`src/rtl/ir_nec_rx.sv`:
```
`timescale 1ns/1ps
// ir_nec_rx -- NEC infrared protocol receiver.
//
// Decodes a demodulated IR line (idle high, burst low) into 32-bit NEC
// frames and repeat codes by timing pulse widths with the system clock.
//
// Parameters
//   CLK_HZ     system clock frequency in Hz, scales every timing window
//   TOL_PCT    symmetric tolerance in percent around every nominal width
//   CHECK_INV  1: reject frames whose command inverse byte is wrong
//   REPEAT_EN  1: recognise the 9 ms / 2.25 ms / 560 us repeat code
//
// Ports
//   clk           rising-edge system clock
//   reset_n       asynchronous active-low reset
//   iIR           raw asynchronous demodulated IR input
//   frame_valid   one-cycle pulse when a frame is accepted
//   repeat_pulse  one-cycle pulse when a repeat code is accepted
//   ir_addr       frame bits 15:0 of the last accepted frame
//   ir_data       frame bits 31:16 of the last accepted frame
//   err           one-cycle pulse when a frame is rejected
//   err_code      cause of the last err pulse (held):
//                 1 leader low, 2 leader high, 3 bit/stop timing,
//                 4 10 ms timeout, 5 command inverse, 6 repeat without frame
module ir_nec_rx #(
   parameter int unsigned CLK_HZ    = 50000000,
   parameter int unsigned TOL_PCT   = 25,
   parameter bit          CHECK_INV = 1'b1,
   parameter bit          REPEAT_EN = 1'b1
) (
   input  logic        clk,
   input  logic        reset_n,
   input  logic        iIR,
   output logic        frame_valid,
   output logic        repeat_pulse,
   output logic [15:0] ir_addr,
   output logic [15:0] ir_data,
   output logic        err,
   output logic [2:0]  err_code
);

   localparam longint unsigned CNT_10MS = (64'(CLK_HZ) * 64'd10000) / 64'd1000000;
   localparam int unsigned     CW       = $clog2(CNT_10MS + 64'd1);

   function automatic logic [CW:0] win_bound(input longint unsigned us,
                                             input longint unsigned pct);
      longint unsigned n;
      n = (64'(CLK_HZ) * us) / 64'd1000000;
      return (CW+1)'((n * pct) / 64'd100);
   endfunction

   localparam longint unsigned PCT_LO = 64'(100 - TOL_PCT);
   localparam longint unsigned PCT_HI = 64'(100 + TOL_PCT);

   localparam logic [CW:0] LO_9000 = win_bound(64'd9000, PCT_LO);
   localparam logic [CW:0] HI_9000 = win_bound(64'd9000, PCT_HI);
   localparam logic [CW:0] LO_4500 = win_bound(64'd4500, PCT_LO);
   localparam logic [CW:0] HI_4500 = win_bound(64'd4500, PCT_HI);
   localparam logic [CW:0] LO_2250 = win_bound(64'd2250, PCT_LO);
   localparam logic [CW:0] HI_2250 = win_bound(64'd2250, PCT_HI);
   localparam logic [CW:0] LO_560  = win_bound(64'd560,  PCT_LO);
   localparam logic [CW:0] HI_560  = win_bound(64'd560,  PCT_HI);
   localparam logic [CW:0] LO_1690 = win_bound(64'd1690, PCT_LO);
   localparam logic [CW:0] HI_1690 = win_bound(64'd1690, PCT_HI);
   localparam logic [CW-1:0] CNT_MAX = CW'(CNT_10MS);

   function automatic logic in_win(input logic [CW:0] len,
                                   input logic [CW:0] lo,
                                   input logic [CW:0] hi);
      return (len > lo) && (len < hi);
   endfunction

   typedef enum logic [2:0] {
      IDLE, LEAD_LO, LEAD_HI, BIT_LO, BIT_HI, STOP_LO
   } state_t;

   state_t        r_state, w_state_nxt;
   logic          r_sync1, r_sync2, r_dly;
   logic [CW-1:0] r_cnt;
   logic [4:0]    r_idx;
   logic [31:0]   r_shift;
   logic          r_rpt, w_rpt_nxt;
   logic          r_last_ok;
   logic          r_frame_valid, r_repeat_pulse, r_err;
   logic [2:0]    r_err_code;
   logic [15:0]   r_addr, r_data;

   logic          w_nedge, w_pedge;
   logic [CW:0]   w_len;
   logic          w_w9000, w_w4500, w_w2250, w_w560, w_w1690;
   logic          w_clr_cnt, w_idx_clr, w_store, w_bit, w_load;
   logic          w_fv, w_rp, w_err;
   logic [2:0]    w_code;

   assign w_nedge = r_dly & ~r_sync2;
   assign w_pedge = ~r_dly & r_sync2;

   // r_cnt holds cycles since the last accepted edge minus one, so the
   // interval between two edge-detect cycles is r_cnt + 1.
   assign w_len   = {1'b0, r_cnt} + (CW+1)'(1);

   assign w_w9000 = in_win(w_len, LO_9000, HI_9000);
   assign w_w4500 = in_win(w_len, LO_4500, HI_4500);
   assign w_w2250 = in_win(w_len, LO_2250, HI_2250);
   assign w_w560  = in_win(w_len, LO_560,  HI_560);
   assign w_w1690 = in_win(w_len, LO_1690, HI_1690);

   always_ff @(posedge clk or negedge reset_n) begin
      if (!reset_n) begin
         r_sync1 <= 1'b1;
         r_sync2 <= 1'b1;
         r_dly   <= 1'b1;
      end else begin
         r_sync1 <= iIR;
         r_sync2 <= r_sync1;
         r_dly   <= r_sync2;
      end
   end

   always_ff @(posedge clk or negedge reset_n) begin
      if (!reset_n) begin
         r_state <= IDLE;
      end else begin
         r_state <= w_state_nxt;
      end
   end

   always_comb begin
      w_state_nxt = r_state;
      w_rpt_nxt   = r_rpt;
      w_clr_cnt   = 1'b0;
      w_idx_clr   = 1'b0;
      w_store     = 1'b0;
      w_bit       = 1'b0;
      w_load      = 1'b0;
      w_fv        = 1'b0;
      w_rp        = 1'b0;
      w_err       = 1'b0;
      w_code      = 3'd0;

      if ((r_state != IDLE) && (r_cnt >= CNT_MAX)) begin
         w_err  = 1'b1;
         w_code = 3'd4;
      end else begin
         case (r_state)
            IDLE: begin
               if (w_nedge) begin
                  w_state_nxt = LEAD_LO;
                  w_clr_cnt   = 1'b1;
                  w_rpt_nxt   = 1'b0;
               end
            end
            LEAD_LO: begin
               if (w_pedge) begin
                  if (w_w9000) begin
                     w_state_nxt = LEAD_HI;
                     w_clr_cnt   = 1'b1;
                  end else begin
                     w_err  = 1'b1;
                     w_code = 3'd1;
                  end
               end
            end
            LEAD_HI: begin
               if (w_nedge) begin
                  if (w_w4500) begin
                     w_state_nxt = BIT_LO;
                     w_clr_cnt   = 1'b1;
                     w_idx_clr   = 1'b1;
                  end else if (REPEAT_EN && w_w2250) begin
                     w_state_nxt = STOP_LO;
                     w_clr_cnt   = 1'b1;
                     w_rpt_nxt   = 1'b1;
                  end else begin
                     w_err  = 1'b1;
                     w_code = 3'd2;
                  end
               end
            end
            BIT_LO: begin
               if (w_pedge) begin
                  if (w_w560) begin
                     w_state_nxt = BIT_HI;
                     w_clr_cnt   = 1'b1;
                  end else begin
                     w_err  = 1'b1;
                     w_code = 3'd3;
                  end
               end
            end
            BIT_HI: begin
               if (w_nedge) begin
                  if (w_w560 || w_w1690) begin
                     w_store     = 1'b1;
                     w_bit       = w_w1690;
                     w_clr_cnt   = 1'b1;
                     w_state_nxt = (r_idx == 5'd31) ? STOP_LO : BIT_LO;
                  end else begin
                     w_err  = 1'b1;
                     w_code = 3'd3;
                  end
               end
            end
            STOP_LO: begin
               if (w_pedge) begin
                  w_state_nxt = IDLE;
                  if (!w_w560) begin
                     w_err  = 1'b1;
                     w_code = 3'd3;
                  end else if (r_rpt) begin
                     if (r_last_ok) begin
                        w_rp = 1'b1;
                     end else begin
                        w_err  = 1'b1;
                        w_code = 3'd6;
                     end
                  end else if (CHECK_INV && (r_shift[31:24] != ~r_shift[23:16])) begin
                     w_err  = 1'b1;
                     w_code = 3'd5;
                  end else begin
                     w_fv   = 1'b1;
                     w_load = 1'b1;
                  end
               end
            end
            default: begin
               w_state_nxt = IDLE;
            end
         endcase
      end

      if (w_err) begin
         w_state_nxt = IDLE;
      end
   end

   always_ff @(posedge clk or negedge reset_n) begin
      if (!reset_n) begin
         r_cnt          <= '0;
         r_idx          <= '0;
         r_shift        <= '0;
         r_rpt          <= 1'b0;
         r_last_ok      <= 1'b0;
         r_frame_valid  <= 1'b0;
         r_repeat_pulse <= 1'b0;
         r_err          <= 1'b0;
         r_err_code     <= '0;
         r_addr         <= '0;
         r_data         <= '0;
      end else begin
         if (w_clr_cnt) begin
            r_cnt <= '0;
         end else if (r_cnt != '1) begin
            r_cnt <= r_cnt + 1'b1;
         end

         if (w_idx_clr) begin
            r_idx <= '0;
         end else if (w_store && (r_idx != 5'd31)) begin
            r_idx <= r_idx + 1'b1;
         end

         if (w_store) begin
            r_shift[r_idx] <= w_bit;
         end

         r_rpt          <= w_rpt_nxt;
         r_frame_valid  <= w_fv;
         r_repeat_pulse <= w_rp;
         r_err          <= w_err;

         if (w_err) begin
            r_err_code <= w_code;
            r_last_ok  <= 1'b0;
         end else if (w_fv) begin
            r_last_ok  <= 1'b1;
         end

         if (w_load) begin
            r_addr <= r_shift[15:0];
            r_data <= r_shift[31:16];
         end
      end
   end

   assign frame_valid  = r_frame_valid;
   assign repeat_pulse = r_repeat_pulse;
   assign err          = r_err;
   assign err_code     = r_err_code;
   assign ir_addr      = r_addr;
   assign ir_data      = r_data;

endmodule

```
`config.mk`:
```
export PLATFORM = sky130hd
export DESIGN_NAME = ir_nec_rx
export DESIGN_NICKNAME = d
export VERILOG_FILES = /design/src/rtl/ir_nec_rx.sv
export SDC_FILE = /design/constraint.sdc
export NUM_CORES = 1
export LEC_CHECK = 0
export BUFFER_PORTS_ARGS = -buffer_cell sky130_fd_sc_hd__buf_2
export CAP_MARGIN = 0
export CORE_MARGIN = 1.5
export CORE_UTILIZATION = 45
export CTS_BUF_LIST = sky130_fd_sc_hd__clkbuf_4
export DETAILED_ROUTE_END_ITERATION = 16
export HOLD_SLACK_MARGIN = 0.08
export SLEW_MARGIN = 40
export SYNTH_ARGS = -nofsm -noshare
export SYNTH_HDL_FRONTEND = slang
export SYNTH_SLANG_ARGS = --single-unit
```
`constraint.sdc`:
```
create_clock -name clk -period 8.8 [get_ports clk]
set_input_delay 0.88 -clock clk [delete_from_list [all_inputs] [get_ports clk]]
set_output_delay 0.88 -clock clk [all_outputs]
set_load 0.03 [all_outputs]
```
==> impl_metrics.yaml <==
status:
  status: "completed"
cells_and_area:
  finish.utilization: 0.481
  mostFrequentLayoutCells: "dfrtp_1, mux2_1, nand3_1"
  antenna-diode-count: 0
  stdcell_area_um2: 6630
  finalNetCount: 670
  drive_above_1_share: 0.134
  layout_commonest_cell: "dfrtp_1"
  synthToLayoutAreaGrowth_pct: 5.12
power_and_ir_drop:
  peakVddDrop_uv: 174
  p_leak_nw: 2.97
  power_density_nw_per_um2: 174
worst_setup_path:
  cp_max_fo: 33
  critPathArrivalTime_ns: 5.41
  r2r_start: "r_cnt[2]"
  crit_chain: "nand4_2 -> nor4_2 -> xnor2_1 -> a2111oi_0 -> a21oi_1 -> a21oi_1 -> nor4_2 -> nand2_2 -> mux2_1"
  crit_path_top_delay_cell: "dfrtp_1"
  max_stage_delay_ns: 0.80
  crit_required_ns: 9.16
  cp-startpoint: "r_cnt[2]"
  crit_type: "register to register"
  worstSetupEndpointType: "register"
  startpoint_type: "register"
clocking:
  clock_tree.root_cell: "clkbuf_4"
  cts_tree: "built"
  postCtsResizedCells: 0
  cts_hold_buffers: 0
  clk_latency_ns: 0.47
  clock_sinks: 102
  post_cts_buffers: 0
  cts.clk_slew.worst_paths_ns: 0.16
  clk_path_buf_depth: 2
  h-tree-depth: 3
  cts-buffers-inserted: 9
routing:
  num_vias: 5076
  wl_per_cell_um: 19.4
  drcViolationCount: 0
  via_per_inst: 6.03
  drtAntennaViolNets: 0
  drt_iter0_drc: 354
  routed_wl_mm: 16.3
  drt_first_pass_iters: 5
timing:
  skew_ns: 0.0202
  setup_viol: 0
  rsz0062_at_grt: "false"
  finalSetupTns_ns: 0
  tightest_slew_ns: 0.911
  worst_slack_ns: 3.75
  slew_headroom: 0.377
  whs_ns: 0.310
  post-route-period-util: 0.574
  fin_crit_ns: 5.05
  slew_violations: 0
  hold_violations: 0
  fmax_mhz: 198
min_path:
  hold_path.class: "primary input to asynchronous set/reset pin"
yosys:
  syn-num-nets: 664
  synth-compound-area-share: 0.144
  yosysTopAreaCell: "dfrtp_1"
  synth_top_family_by_area: "simple AND/OR/NAND/NOR gates"
  synth_top_cell_area_share: 0.393
  ys_types: 81
  yosys.area_share.xor_xnor: 0.0389
  ys_ff_latch: 102
  synth_area_leaders: "dfrtp_1, mux2_1, nand3_1, a21oi_1, nand2_1"
  synth_cells: 653
  yosys-mux-area-fraction: 0.119
  async_reset_ff_frac: 1.00
  synthAdderAreaFrac: 0.0159
  ys_seq_area_frac: 0.405
  yosysWarnings: 0
  avgSynthCellArea_um2: 9.66
  ys.flop_type: "dfrtp_1"
  synth-edff-count: 0
  synthesis.area_um2: 6310
  yosys.area_share.simple: 0.229
placed_design:
  dpl-instance-area_um2: 6530
  pre_cts_ws_ns: 3.84
  port_buffers: 40
  place_hpwl_mm: 11.9
  gp_congestion: 0.920
flow_run:
  cap_viol_max_count: 0
floorplan:
  initial_core_util: 0.458
  die-area_um2: 14700
  core.rowCount: 43
  die_x_um: 121
  die_h_um: 121
  core_um2: 13800
  ios: 41
global_routing:
  grt_overflow: 0
  grt_max_degree: 73
  grt_antenna_before_repair: 0
  grt_usage: 0.227
  grt_first_pass_wirelength_mm: 26.1
  grt_pass1_vias: 4832
## layer usage
| layer | global-route usage | share of wire |
|---|---|---|
| met5 | 0 | 0 |
| met3 | 0.0301 | 0.035 |
| met1 | 0.315 | 0.47 |
| met2 | 0.370 | 0.47 |
| met4 | 0.0669 | 0.018 |
## per-stage QoR
stage / total power, W / std cells
6_report: 0.00115 / 842
4_1_cts: 0.00116 / 842
3_3_place_gp: 0.000940 / 828
5_1_grt: 0.00123 / 842
3_5_place_dp: 0.000940 / 828
2_1_floorplan: 0.000845 / 653
## cell type report
class | count | area (µm²)
multi-input cells | 488 | 3450
repair buffers | 44 | 236
inverters | 14 | 52.6
flip-flops and latches | 102 | 2560
fillers | 1347 | 7140
clock buffers | 9 | 67.6
well taps | 180 | 225
clock inverters | 5 | 37.5
## report_power, final
group / total [W] / switching (W) / internal [W]
combinational: 0.000371 / 0.000236 / 0.000136
clock: 0.000214 / 0.000157 / 0.0000567
sequential: 0.000568 / 0.0000723 / 0.000495
total: 0.00115 / 0.000465 / 0.000688
## logic make-up after synthesis
| family | Yosys count |
|---|---|
| XOR/XNOR | 28 |
| buffers and inverters | 63 |
| AO/OA/AOI/OAI | 129 |
| flip-flops | 102 |
| multiplexers | 67 |
| adder cells (fa/ha/maj) | 8 |
| AND/OR/NAND/NOR | 256 |
## synthesized netlist by cell type, types with 4 or more instances
cell type and instances:
a31oi_1 7, mux2_2 5, nand2b_1 6, nor3_1 17, ha_1 8, clkbuf_1 32
buf_4 4, xor2_1 9, buf_2 4, o22ai_1 4, o21ai_0 21, nor4_2 5
nor3b_1 7, nor2_1 36, o211a_1 4, or3_1 8, o211ai_1 5, nor4_1 8
mux2_1 59, o2bb2ai_1 4, dfrtp_1 99, nand2_1 46, nand3_1 51, nand3b_1 6
and2_1 7, xnor2_1 19, inv_1 14, a211oi_1 4, or4_1 5, a21oi_1 35
buf_6 6, and4_1 5, nand4_1 11, and3_1 12
## critical path: cells and delay by family, from the launching register on
family,cells,cell delay [ns]
compound gates,3,1.58
mux,1,0.39
simple gates,4,1.82
xor+xnor,1,0.30
flops,1,0.80
## state kept, by name (all words and copies together), names as in the netlist
register,flops
r_shift,32
r_cnt,19
ir_addr,16
ir_data,16
r_idx,5
err_code,3
r_state,3
err,1
frame_valid,1
r_dly,1
r_last_ok,1
r_rpt,1
r_sync1,1
r_sync2,1
repeat_pulse,1
## worst paths after layout
kind	to	slack, ns	depth (start not counted)
min in group clk	r_sync2	0.37	0
min reg2reg	r_sync2	0.37	0
max in group asynchronous	r_idx[2]	7.51	2
min	r_cnt[15]	0.31	1
max	ir_addr[0]	3.75	9
max reg2reg	ir_addr[0]	3.75	9
Note: power is estimated with default switching activity, not from simulation.
